$ cat src/rtl/writeback_queue.sv
// Write-back buffer for the 32 x 32-bit register bank: merges ALU and load results
// into a 4-entry in-order queue and drains one entry per cycle onto the bank write port.
module writeback_queue #(
   parameter int DEPTH = 4,
   parameter int AW    = 6
) (
   input  logic          clk,
   input  logic          rst_n,
   input  logic          flush,
   input  logic          alu_valid,
   input  logic [AW-1:0] alu_addr,
   input  logic [31:0]   alu_data,
   output logic          alu_ready,
   input  logic          mem_valid,
   input  logic [AW-1:0] mem_addr,
   input  logic [31:0]   mem_data,
   output logic          mem_ready,
   output logic          wr_en,
   output logic [AW-1:0] wr_addr,
   output logic [31:0]   wr_data,
   output logic [31:0]   busy_mask,
   output logic [2:0]    count,
   output logic          empty,
   output logic          full
);

   // Register 0 is hardwired and addr[5] selects outside the bank; such entries never write.
   function automatic logic addr_ok(input logic [AW-1:0] a);
      return (a[5] == 1'b0) && (a[4:0] != 5'd0);
   endfunction

   // Slot idx holds a live entry when its distance from the read pointer is below count.
   function automatic logic slot_live(input logic [1:0] idx, input logic [1:0] rd,
                                      input logic [2:0] cnt);
      logic [1:0] ofs;
      ofs = idx - rd;
      return ({1'b0, ofs} < cnt);
   endfunction

   logic [AW-1:0] addr_q_r [DEPTH];
   logic [31:0]   data_q_r [DEPTH];
   logic [1:0]    rd_ptr_r;
   logic [1:0]    wr_ptr_r;
   logic [2:0]    count_r;
   logic          wr_en_r;
   logic [AW-1:0] wr_addr_r;
   logic [31:0]   wr_data_r;

   logic          alu_push_s;
   logic          mem_push_s;
   logic          pop_s;
   logic [1:0]    mem_slot_s;
   logic [2:0]    count_next_s;
   logic [31:0]   busy_s;

   assign alu_ready    = (count_r < 3'd4);
   assign mem_ready    = (count_r < 3'd3) | ((count_r == 3'd3) & ~alu_valid);
   assign alu_push_s   = alu_valid & alu_ready & ~flush;
   assign mem_push_s   = mem_valid & mem_ready & ~flush;
   assign pop_s        = (count_r != 3'd0) & ~flush;
   // The ALU entry takes the first free slot so it drains ahead of a same-cycle load.
   assign mem_slot_s   = wr_ptr_r + {1'b0, alu_push_s};
   assign count_next_s = count_r + {2'b00, alu_push_s} + {2'b00, mem_push_s} - {2'b00, pop_s};

   // Queue pointers, occupancy and the registered bank write port.
   always_ff @(posedge clk) begin
      if (!rst_n) begin
         rd_ptr_r  <= 2'd0;
         wr_ptr_r  <= 2'd0;
         count_r   <= 3'd0;
         wr_en_r   <= 1'b0;
         wr_addr_r <= {AW{1'b0}};
         wr_data_r <= 32'd0;
      end else if (flush) begin
         rd_ptr_r  <= 2'd0;
         wr_ptr_r  <= 2'd0;
         count_r   <= 3'd0;
         wr_en_r   <= 1'b0;
      end else begin
         count_r  <= count_next_s;
         wr_ptr_r <= wr_ptr_r + {1'b0, alu_push_s} + {1'b0, mem_push_s};
         if (pop_s) begin
            rd_ptr_r  <= rd_ptr_r + 2'd1;
            wr_en_r   <= addr_ok(addr_q_r[rd_ptr_r]);
            wr_addr_r <= addr_q_r[rd_ptr_r];
            wr_data_r <= data_q_r[rd_ptr_r];
         end else begin
            wr_en_r   <= 1'b0;
         end
      end
   end

   // Entry storage; written only by accepted pushes.
   always_ff @(posedge clk) begin
      if (!rst_n) begin
         for (int i = 0; i < DEPTH; i++) begin
            addr_q_r[i] <= {AW{1'b0}};
            data_q_r[i] <= 32'd0;
         end
      end else begin
         if (alu_push_s) begin
            addr_q_r[wr_ptr_r] <= alu_addr;
            data_q_r[wr_ptr_r] <= alu_data;
         end
         if (mem_push_s) begin
            addr_q_r[mem_slot_s] <= mem_addr;
            data_q_r[mem_slot_s] <= mem_data;
         end
      end
   end

   // Pending-destination mask over live queue slots plus the output stage.
   always_comb begin
      busy_s = 32'd0;
      for (int i = 0; i < DEPTH; i++) begin
         busy_s = busy_s | ((slot_live(2'(i), rd_ptr_r, count_r) && addr_ok(addr_q_r[i]))
                            ? (32'd1 << addr_q_r[i][4:0]) : 32'd0);
      end
      busy_s = busy_s | ((wr_en_r && addr_ok(wr_addr_r)) ? (32'd1 << wr_addr_r[4:0]) : 32'd0);
   end

   assign busy_mask = {busy_s[31:1], 1'b0};
   assign wr_en     = wr_en_r;
   assign wr_addr   = wr_addr_r;
   assign wr_data   = wr_data_r;
   assign count     = count_r;
   assign empty     = (count_r == 3'd0);
   assign full      = (count_r == 3'd4);

endmodule

$ cat config.mk
export PLATFORM = sky130hd
export DESIGN_NAME = writeback_queue
export DESIGN_NICKNAME = d
export VERILOG_FILES = /design/src/rtl/writeback_queue.sv
export SDC_FILE = /design/constraint.sdc
export NUM_CORES = 1
export LEC_CHECK = 0
export BUFFER_PORTS_ARGS = -buffer_cell sky130_fd_sc_hd__buf_2
export CORE_MARGIN = 4
export CORE_UTILIZATION = 53
export DETAILED_ROUTE_END_ITERATION = 10
export PLACE_DENSITY_LB_ADDON = 0.08
export SYNTH_ARGS = -nofsm -noshare
export SYNTH_HDL_FRONTEND = slang
export SYNTH_SLANG_ARGS = --single-unit
$ cat constraint.sdc
create_clock -name clk -period 3.96 [get_ports clk]
set_input_delay 0.594 -clock clk [delete_from_list [all_inputs] [get_ports clk]]
set_output_delay 0.594 -clock clk [all_outputs]
set_load 0.02 [all_outputs]
== Word-level counts from Yosys, hierarchy flattened ==
Memories as Yosys holds them, arrays and structs flattened. A register that Yosys moved wholly into a read port is not among the register bits.
Index checks and enable logic that the tools add are counted.

* Add/subtract/negate cells: 10
* Multipliers: 0
* Divide/modulo/power cells: 0
* $lt $le $gt $ge: 6
* Eq/ne operators: 2
* Shift-type cells: 5
* Mux-type cells: 26
* Bitwise gates (word level): 21
* Reductions and logical operators: 27

{| class="wikitable"
|+ Operators with widths
! cell !! count
|-
| 32-bit 2-to-1 mux || 7
|-
| 1-bit by 5-bit << shifter with 32-bit output, first input constant || 5
|-
| 32-bit OR || 4
|-
| 32-bit OR reduction || 2
|-
| 5-bit nonzero test || 6
|-
| 2-bit by 3-bit less-than comparator with 1-bit output || 4
|-
| 2-bit 2-to-1 mux || 6
|-
| 6-bit 2-to-1 mux || 2
|-
| 6-bit OR reduction || 2
|-
| 1-bit logical AND || 11
|-
| 1-bit 2-to-1 mux || 11
|-
| 1-bit NOT || 10
|-
| 3-bit by 1-bit adder with 3-bit output || 2
|-
| 1-bit bitwise AND || 6
|-
| 2-bit by 1-bit adder with 2-bit output || 2
|-
| 1-bit by 2-bit subtractor with 2-bit output, first input constant || 2
|-
| 2-bit subtractor, first input constant || 2
|-
| 3-bit by 2-bit == test with 1-bit output, second input constant || 1
|-
| 3-bit == test, second input constant || 1
|-
| 3-bit logical NOT || 1
|-
| 3-bit by 2-bit less-than comparator with 1-bit output, second input constant || 1
|-
| 3-bit less-than comparator, second input constant || 1
|-
| 3-bit nonzero test || 1
|-
| 3-bit OR reduction || 1
|-
| 6 further kinds || 6
|}

* Register bits after elaboration: 14
* Bits in latches: 0
* Memory bits (writable): 152
* ROM bits: 0
* Input port bits: 81
* Output and inout port bits: 78
* Word-level logic and storage cells: 104
* Memories: 2

{| class="wikitable"
|+ Memory list
! memory !! words !! width !! read ports !! clocked after memory_dff !! wr ports !! RTL line !! text
|-
| data_q_r || 4 || 32 || 1 || 1 || 4 || 41 || <nowiki>logic [31:0] data_q_r [DEPTH];</nowiki>
|-
| addr_q_r || 4 || 6 || 5 || 1 || 4 || 40 || <nowiki>logic [AW-1:0] addr_q_r [DEPTH];</nowiki>
|}

== Logic depth before layout (Yosys ltp) ==
Gate-level depths: netlist of run 1.

* Depth in word-level cells: 10
* Mapped depth: 12
* Mapped depth without buffers: 12

== Worst setup path after synthesis of run 1 ==
Ideal clock, no wire load.

* Kind: input -> register
* Start point: in flush
* End point: mem addr_q_r[3][0], enable pin
* Setup time: 0.444 ns
* Data arrival time: 3.299 ns
* Required time: 3.516 ns
* Path slack: 0.217 ns
* Cell stages on the path: 5
* Path buffers: 0
* Path through: nor3b_4 -> ha_1 -> xor2_2 -> nand2_1 -> o211ai_1

{| class="wikitable"
|+ RTL lines
! element !! RTL line !! text
|-
| start: declaration || 9 || <nowiki>input logic flush,</nowiki>
|-
| end: declaration || 40 ||
|}

== Final worst setup path of run 1 ==
* Start point: reg rd_ptr_r[1]
* End point: out busy_mask[30]

* Longest elaborated chain between the ends: 8
* Elaborated cells on any way between the ends: 20
* Those cells by class: 4 x add/sub; 4 x order compare; 4 x mux; 4 x bitwise; 4 x reduce/logical

{| class="wikitable"
|+ RTL lines
! element !! RTL line !! text
|-
| start: declaration || 42 || <nowiki>logic [1:0] rd_ptr_r;</nowiki>
|-
| start signal: assignment || 83 || <nowiki>rd_ptr_r <= rd_ptr_r + 2'd1;</nowiki>
|-
| 1-bit by 2-bit subtractor with 2-bit output || 36 || <nowiki>ofs = idx - rd;</nowiki>
|-
| 2-bit by 3-bit less-than comparator with 1-bit output || 37 || <nowiki>return ({1'b0, ofs} < cnt);</nowiki>
|-
| 1-bit logical AND || 116 || <nowiki>busy_s = busy_s | ((slot_live(2'(i), rd_ptr_r, count_r) && addr_ok(addr_q_r[i]))</nowiki>
|-
| 32-bit 2-to-1 mux || 117 || <nowiki>? (32'd1 << addr_q_r[i][4:0]) : 32'd0);</nowiki>
|-
| 32-bit OR (2 in series) || 116 ||
|-
| 32-bit OR * || 116 ||
|-
| 32-bit OR * || 119 || <nowiki>busy_s = busy_s | ((wr_en_r && addr_ok(wr_addr_r)) ? (32'd1 << wr_addr_r[4:0]) : 32'd0);</nowiki>
|-
| end: declaration || 21 || <nowiki>output logic [31:0] busy_mask,</nowiki>
|}

Mark *: on every way between the ends. The rest lies on a longest branch, timed or not.

==> results of run 1 <==
[sequential cells by signal, summed over array words and instances, names as in the netlist, named ones only]
name and flops:
wr_data 32, count 3, addr_q_r 24, data_q_r 128, rd_ptr_r 2, wr_ptr_r 2, wr_en 1, wr_addr 6
[power by group through the flow]
stage,Combinational [mW],Clock (mW),Sequential [mW]
after floorplan,0.516,0,2.54
after global placement,0.835,0,2.54
after detailed placement,0.841,0,2.55
after CTS,0.845,1.86,2.50
after global routing,0.915,1.95,2.52
final,0.846,1.84,2.50
[how the worst max path moves through the flow]
stage                             start                       end  slack (ns)  depth (start not counted)
2_1_floorplan                     flush  addr_q_r[3][0]$_DFFE_PP_        0.22                          5
3_3_place_gp   rd_ptr_r[1]$_SDFFE_PP0P_              busy_mask[3]        0.80                          8
3_5_place_dp   rd_ptr_r[1]$_SDFFE_PP0P_              busy_mask[1]        0.80                          8
4_1_cts        rd_ptr_r[1]$_SDFFE_PP0P_             busy_mask[30]        0.32                          8
5_1_grt        rd_ptr_r[1]$_SDFFE_PP0P_              busy_mask[1]        0.11                          8
6_report       rd_ptr_r[1]$_SDFFE_PP0P_             busy_mask[30]        0.29                          8
[final cells by class]
type                       count  area (sq um)
clock buffer                  19         442.9
clock inverter                13         178.9
timing repair buffer         180         970.9
sequential                   200          5528
inverter                      52         195.2
multi-input combinational    861          5124
fill                        1771          7717
tap                          270         337.8
[worst max-delay path: stages (launching register included)]
cell      delay [ns]
dfxtp_2         0.62
inv_1           0.15
ha_1            0.32
a21boi_0        0.13
o21ai_1         0.36
nand4b_1        0.44
o22a_1          0.34
o211ai_1        0.08
buf_2           0.19
[through the flow]
stage	instances	utilization	hold slack, ns
2_1_floorplan	1194	-	0.5386
3_3_place_gp	1563	0.5931	0.4477
3_5_place_dp	1563	0.5931	0.4538
4_1_cts	1595	0.6234	0.4599
6_report	1595	0.6234	0.4612
5_1_grt	1595	0.6234	0.4848
[cells in the final DEF (no fill, tap or decap), drive strengths merged, types with 3 or more instances in the layout]
master	instances
nand2	329
buf	180
o21ai	157
edfxtp	152
inv	57
o22ai	50
nand3	49
nor2	48
dfxtp	48
a21boi	39
mux4	38
or3	31
clkbuf	19
nor3	16
nand3b	12
o211ai	9
or3b	8
nand2b	8
ha	8
nor2b	6
nor3b	6
xnor2	5
clkinv	5
or4	4
or2	4
o32ai	4
and2	4
a21oi	3
nand4	3
[logic make-up after synthesis]
logic type	share of synthesized area
AOI/OAI and AO/OA	0.1408
and+or+nand+nor	0.2172
xor gates and xnor gates	0.006144
adders and majority gates	0.01251
DFF	0.4932
muxes	0.07640
buffers and inverters	0.05328
other	0.0003348
[routing by layer]
layer | vias up | global-route usage | share of wire
met5 | - | 0 | 0.00021
met4 | 2 | 0.09672 | 0.026
met3 | 93 | 0.05202 | 0.093
met2 | 508 | 0.4729 | 0.49
met1 | 4505 | 0.3739 | 0.39
li1 | 4483 | - | -
==> impl_metrics.json, run 1 <==
{
  "outcome": "finished, final reports clean",
  "worstHoldPathType": "reg2reg",
  "ys_warn_count": 0,
  "cts_inserted_buffers": 17,
  "synth_area_leaders": "edfxtp_1 (41%), nand2_1 (11%), dfxtp_1 (8.6%)",
  "seq_power_share": 0.482,
  "postCtsSetupBuffers": 0,
  "syn_to_final_growth_pct": 14.06,
  "synth.largest_area_cell": "edfxtp_1",
  "syn_inst": 1194,
  "clockRootBuffer": "clkbuf_16",
  "cap_violations": 0,
  "wl_per_cell_um": 21.10,
  "cts.repair.resized": 0,
  "synth_top_area_frac": 0.4075,
  "cp.required_ns": 3.37,
  "ant_nets": 0,
  "fp.dieH_um": 153.4,
  "fin_crit_sh": 0.9256,
  "clock.fmax_mhz": 272.8,
  "combPwrFrac": 0.163,
  "cts_tree": "built",
  "clock_path_buffers": 2,
  "viasPerCell": 6.013,
  "dr.pass1.iters": 7,
  "internal-power_mw": 3.691,
  "synth.top_cells.by_count": "nand2_1 (328), edfxtp_1 (152), o21ai_0 (112)",
  "final-max-slew-violation-count": 0,
  "tightestPinTransition_ns": 1.021,
  "grt_pass1_wl_mm": 52.61,
  "drive_gt1_frac": 0.2106,
  "final-setup-viol-count": 0,
  "nNetsFinal": 1403,
  "die_w_um": 153.4,
  "period_needed_ns": 3.665,
  "end_kind": "output pin",
  "dpl_cell_area_sq_um": 12160,
  "synth_ff_type": "edfxtp_1",
  "ys_ff_latch": 200,
  "dp_hpwl_mm": 22.15,
  "vias": 9591,
  "die-area_sq_um": 23530,
  "wl_mm": 33.65,
  "grt_pass1_vias": 9361,
  "cp-start-kind": "flip-flop",
  "clock_skew_ns": 0.01580,
  "reg2reg_from": "count[2]$_SDFF_PP0_",
  "reg2reg_slack_ns": 0.88,
  "whs_endpoint": "wr_data[15]$_SDFFE_PN0P_",
  "clk_pin_slew_ns": 0.08,
  "ir_drop_v": 0.0003421,
  "port-buffer-count": 157,
  "power_frac_clock": 0.355,
  "path_max_fanout": 16,
  "holdBufCountCts": 0,
  "hp-start": "wr_data[15]$_SDFFE_PN0P_",
  "io-pin-count": 159,
  "power.density_nw_per_um2": 406.4,
  "rsz0062_at_grt": "no",
  "synth-edff-count": 152,
  "setup_ws_ns": 0.2946,
  "swShare": 0.2892,
  "clk_latency_ns": 0.45,
  "grt_overflow": 0,
  "fin_area_sq_um": 12780,
  "drcViolationCount": 0,
  "diodes": 0,
  "setup-tns-final_ns": 0,
  "critical_path_class": "reg2out",
  "finalPower_mw": 5.192,
  "grt_max_degree": 77,
  "worstPathArrival_ns": 3.07,
  "r2r_end": "addr_q_r[2][1]$_DFFE_PP_",
  "hold_path_depth": 2,
  "clock-sinks": 200,
  "async_reset_ff_frac": 0,
  "grt_usage": 0.2828,
  "ys_seq_area_frac": 0.4932,
  "core-area_sq_um": 20490,
  "antenna_found_initial": 1,
  "cts_max_level": 4,
  "start_util": 0.5466,
  "power.switching_mw": 1.501,
  "p_leak_nw": 4.685,
  "drtIter0Drc": 790,
  "max_slew_margin": 0.3192,
  "synthesis.nets": 1285,
  "ff2ff_path_depth": 7,
  "gp_congestion": 0.9796,
  "place_ws_ns": 0.7963,
  "hold_violations": 0,
  "synth_area_sq_um": 11200,
  "synthDistinctLibCells": 57,
  "synth_area_per_cell_sq_um": 9.382,
  "core.rowCount": 52,
  "synth_most_common_cell": "nand2_1"
}
No activity file was read; power rests on OpenSTA's default activity.
==> run 2: changes to the inputs <==
CORE_ASPECT_RATIO = 1.4   (was not set)
==> run 2 against run 1 <==
Utilization fell by 0.53 points; sequential share of layout area rose by 0.077 points; critical path depth did not move; global-route usage rose by 3.1 points; critical path type unchanged.
==> impl_metrics.json, run 2 (synthesis gave the netlist of run 1 again) <==
{
  "largest_register_ffs": 128,
  "vias": 9783,
  "cts_max_level": 4,
  "gp_congestion": 1.048,
  "swShare": 0.2803,
  "viasPerCell": 6.172,
  "power_frac_clock": 0.351,
  "clk_pin_slew_ns": 0.08,
  "clock_skew_ns": 0.01543,
  "cp-start-kind": "flip-flop",
  "postCtsSetupBuffers": 0,
  "grt_usage": 0.3135,
  "period_needed_ns": 3.691,
  "core.rowCount": 62,
  "seq_power_share": 0.483,
  "worstPathArrival_ns": 3.10,
  "core-area_sq_um": 20630,
  "hold_violations": 0,
  "dr.pass1.iters": 6,
  "clock_path_buffers": 2,
  "final-setup-viol-count": 0,
  "port-buffer-count": 157,
  "clock-sinks": 200,
  "syn_to_final_growth_pct": 13.86,
  "ant_nets": 0,
  "start_util": 0.5429,
  "wl_mm": 36.76,
  "mostFrequentLayoutCell": "nand2_1",
  "setup-tns-final_ns": 0,
  "ir_drop_v": 0.0003434,
  "fp.dieH_um": 180.0,
  "io-pin-count": 159,
  "power.density_nw_per_um2": 406.2,
  "largest_register": "data_q_r",
  "dp_hpwl_mm": 24.87,
  "cts_inserted_buffers": 17,
  "reg2reg_slack_ns": 0.94,
  "path_max_fanout": 8,
  "drive_gt1_frac": 0.2110,
  "tightestPinTransition_ns": 1.061,
  "outcome": "finished, final reports clean",
  "utilization": 0.6181,
  "wl_per_cell_um": 23.19,
  "place_ws_ns": 0.9076,
  "end_kind": "output pin",
  "die_w_um": 130.9,
  "final-max-slew-violation-count": 0,
  "drtIter0Drc": 863,
  "cts_tree": "built",
  "drcViolationCount": 0,
  "cts.repair.resized": 0,
  "p_leak_nw": 4.673,
  "nNetsFinal": 1405,
  "grt_max_degree": 77,
  "die-area_sq_um": 23560,
  "fin_crit_sh": 0.9320,
  "max_slew_margin": 0.2928,
  "rsz0062_at_grt": "no",
  "clk_latency_ns": 0.44,
  "grt_overflow": 0,
  "worstHoldPathType": "reg2reg",
  "critical_path_class": "reg2out",
  "holdWs_ns": 0.4597,
  "grt_pass1_wl_mm": 55.43,
  "final_cell_mix": "nand2_1 (328), buf_2 (157), edfxtp_1 (152)",
  "holdBufCountCts": 0,
  "setup_ws_ns": 0.2694,
  "antenna_found_initial": 1,
  "grt_pass1_vias": 9678,
  "cap_violations": 0,
  "combPwrFrac": 0.166,
  "n_fill_cell": 1760,
  "internal-power_mw": 3.729,
  "cp.required_ns": 3.37,
  "clock.fmax_mhz": 271.0,
  "power.switching_mw": 1.452,
  "clockRootBuffer": "clkbuf_16",
  "finalPower_mw": 5.181
}
-- run 2: changes by cell type in the layout (fill, tap and decap cells not counted), sizes merged --
cell | before | now
clkinvlp | 1 | 4
clkinv | 5 | 2
inv | 57 | 55
clkbuf | 19 | 20
bufinv | 2 | 3
diode | 0 | 2
buf | 180 | 182
-- run 2: metal layers --
metal	vias up	share of wire	track usage
li1	4497	-	-
met1	4656	0.36	0.3587
met2	496	0.50	0.5253
met3	134	0.071	0.06584
met4	0	0.067	0.1956
met5	-	0	0
-- run 2: metrics by stage --
| stage | cells | area (sq um) |
|---|---|---|
| floorplan | 1194 | 11200 |
| global placement | 1551 | 12140 |
| detailed placement | 1551 | 12140 |
| CTS | 1583 | 12750 |
| global route | 1584 | 12750 |
| finish | 1585 | 12750 |
-- run 2: power by group through the flow --
stage               registers (mW)  clock network [mW]  logic [mW]
finish                        2.50                1.82       0.859
global route                  2.52                1.93       0.931
CTS                           2.50                1.84       0.855
detailed placement            2.55                   0       0.853
global placement              2.54                   0       0.847
floorplan                     2.54                   0       0.516
-- run 2: critical path, stage by stage, from the launching register on --
cell      delay [ns]
dfxtp_1         0.41
inv_1           0.16
ha_1            0.34
a21boi_0        0.13
o21ai_1         0.29
nand3_1         0.41
o22ai_1         0.56
or3_1           0.19
buf_2           0.16
-- run 2: worst paths after layout --
check	endpoint	startpoint	cells past startpoint
worst max-delay path	busy_mask[17]	count[1]$_SDFF_PP0_	8
worst min-delay path	wr_data[7]$_SDFFE_PN0P_	wr_data[7]$_SDFFE_PN0P_	2
worst max register to register	data_q_r[2][10]$_DFFE_PP_	count[2]$_SDFF_PP0_	7
worst min register to register	wr_data[7]$_SDFFE_PN0P_	wr_data[7]$_SDFFE_PN0P_	2
-- run 2: area by class of cell --
cell class	count	area, sq um	area share
Sequential cell	200	5528	0.4334
Multi-Input combinational cell	861	5124	0.4017
Timing Repair Buffer	182	973.4	0.07632
Clock buffer	20	446.7	0.03502
Tap cell	256	320.3	0.02511
Inverter	52	195.2	0.01530
Clock inverter	12	162.7	0.01275
Antenna cell	2	5.005	0.0003924
==> run 3: changes to the inputs <==
CELL_PAD_IN_SITES_DETAIL_PLACEMENT = 1   (was not set)
CELL_PAD_IN_SITES_GLOBAL_PLACEMENT = 1   (was not set)
CORE_UTILIZATION = 40   (was 53)
==> run 3 against run 2 <==
Hold slack better by 0.0041 ns; sequential share of layout area is 0.56 points lower; cell count is 7.2% higher; clock skew is 0.0019 ns lower; flip-flop and latch count stayed put; die area is 31% higher; largest cell class unchanged.
==> impl_metrics.json, run 3 (synthesis gave the netlist of run 1 again) <==
{
  "outcome": "finished, final reports clean",
  "n_fill_cell": 3247,
  "fp.dieH_um": 206.0,
  "holdBufCountCts": 0,
  "grt_overflow": 0,
  "cts_max_level": 4,
  "nNetsFinal": 1405,
  "core.rowCount": 72,
  "largest_register": "data_q_r",
  "largest_register_ffs": 128,
  "hp-start": "wr_data[16]$_SDFFE_PN0P_",
  "ir_drop_v": 0.0003123,
  "p_leak_nw": 4.696,
  "period_needed_ns": 3.690,
  "vias": 9808,
  "ant_nets": 0,
  "clk_latency_ns": 0.44,
  "reg2reg_from": "count[2]$_SDFF_PP0_",
  "cts_tree": "built",
  "path_buf_inv": 2,
  "start_util": 0.4050,
  "critical_path_class": "reg2out",
  "setup-tns-final_ns": 0,
  "cp.required_ns": 3.37,
  "path_max_fanout": 8,
  "wl_per_cell_um": 23.30,
  "reg2reg_slack_ns": 0.87,
  "max_slew_margin": 0.2429,
  "hold_violations": 0,
  "worstPathCellList": "inv_1 -> ha_1 -> a21oi_1 -> o211ai_1 -> o21ai_0 -> or3_1 -> buf_2",
  "syn_to_final_growth_pct": 15.35,
  "antenna_found_initial": 2,
  "top_usage_layer": "met2",
  "dp_hpwl_mm": 26.31,
  "clock_skew_ns": 0.01356,
  "finalPower_mw": 5.231,
  "fin_crit_sh": 0.9319,
  "postCtsSetupBuffers": 0,
  "final_cell_mix": "nand2_1 (328), buf_2 (157), edfxtp_1 (152)",
  "viasPerCell": 5.773,
  "wl_mm": 39.59,
  "whs_endpoint": "wr_data[16]$_SDFFE_PN0P_",
  "grt_max_degree": 77,
  "drive_gt1_frac": 0.2102,
  "drcViolationCount": 0,
  "core-area_sq_um": 27660,
  "cp_top_family": "compound AO/OA/AOI/OAI gates",
  "setup_ws_ns": 0.2696,
  "gp_congestion": 0.9573,
  "worstHoldPathType": "reg2reg",
  "final-setup-viol-count": 0,
  "final-max-slew-violation-count": 0,
  "cts_inserted_buffers": 17,
  "use_met1": 0.3035,
  "end_kind": "output pin",
  "dr.pass1.iters": 5,
  "clock_path_buffers": 2,
  "slowest_stage": "o211ai_1",
  "die_w_um": 149.4,
  "port-buffer-count": 157,
  "cp-start-kind": "flip-flop",
  "die-area_sq_um": 30780,
  "r2r_end": "data_q_r[2][18]$_DFFE_PP_",
  "clockRootBuffer": "clkbuf_16",
  "cap_violations": 0,
  "use_met3": 0.03488,
  "met2_usage": 0.4757,
  "mostFrequentLayoutCell": "nand2_1",
  "io-pin-count": 159,
  "clock.fmax_mhz": 271.0,
  "place_ws_ns": 0.7667,
  "clock-sinks": 200,
  "hold_path_depth": 2,
  "grt_pass1_wl_mm": 60.59,
  "grt_pass1_vias": 10390,
  "drtIter0Drc": 511,
  "cts.repair.resized": 0,
  "ff2ff_path_depth": 7,
  "clk_pin_slew_ns": 0.07,
  "worstPathArrival_ns": 3.10,
  "tightestPinTransition_ns": 1.136,
  "grt_usage": 0.2602,
  "utilization": 0.4672,
  "rsz0062_at_grt": "no",
  "power.density_nw_per_um2": 404.8,
  "slowest_delay_ns": 0.79
}
-- run 3: worst min-delay path: stages (launching register included) --
cell	delay [ns]
dfxtp_1	0.31
nand2_1	0.04
a21boi_0	0.07
-- run 3: final cells by class --
type	instances	area (sq um)	share of cell area
clock buffer	23	467.9	0.03622
multi-input combinational	861	5124	0.3965
inverter	52	195.2	0.01511
tap	370	462.9	0.03583
sequential	200	5528	0.4278
antenna	2	5.005	0.0003873
timing repair buffer	182	998.5	0.07727
clock inverter	9	140.1	0.01085
-- run 3: per-layer routing --
metal,share of wire,up-vias
met1,0.39,4961
li1,-,4492
met2,0.53,274
met5,0,-
met4,0.036,0
met3,0.039,81
-- run 3: power by group --
part	switching, mW	leakage, nW	total [mW]	internal (mW)
clock network	0.792	0.294	1.83	1.04
registers	0.109	1.97	2.52	2.41
logic	0.579	2.43	0.884	0.305
-- run 3: worst max path at each step --
stage | from | endpoint | cells after the start
2_1_floorplan | flush | addr_q_r[3][0]$_DFFE_PP_ | 5
3_3_place_gp | count[1]$_SDFF_PP0_ | busy_mask[19] | 8
3_5_place_dp | count[1]$_SDFF_PP0_ | busy_mask[16] | 7
4_1_cts | count[1]$_SDFF_PP0_ | busy_mask[16] | 7
5_1_grt | count[1]$_SDFF_PP0_ | busy_mask[16] | 7
6_report | count[1]$_SDFF_PP0_ | busy_mask[16] | 7
-- run 3: stage by stage --
stage	instance area [sq um]	instances	hold WS [ns]
after global routing	12920	1699	0.4791
after floorplan	11200	1194	0.5386
after detailed placement	12310	1665	0.4565
after CTS	12920	1697	0.4645
after global placement	12310	1665	0.4492
final	12920	1699	0.4638
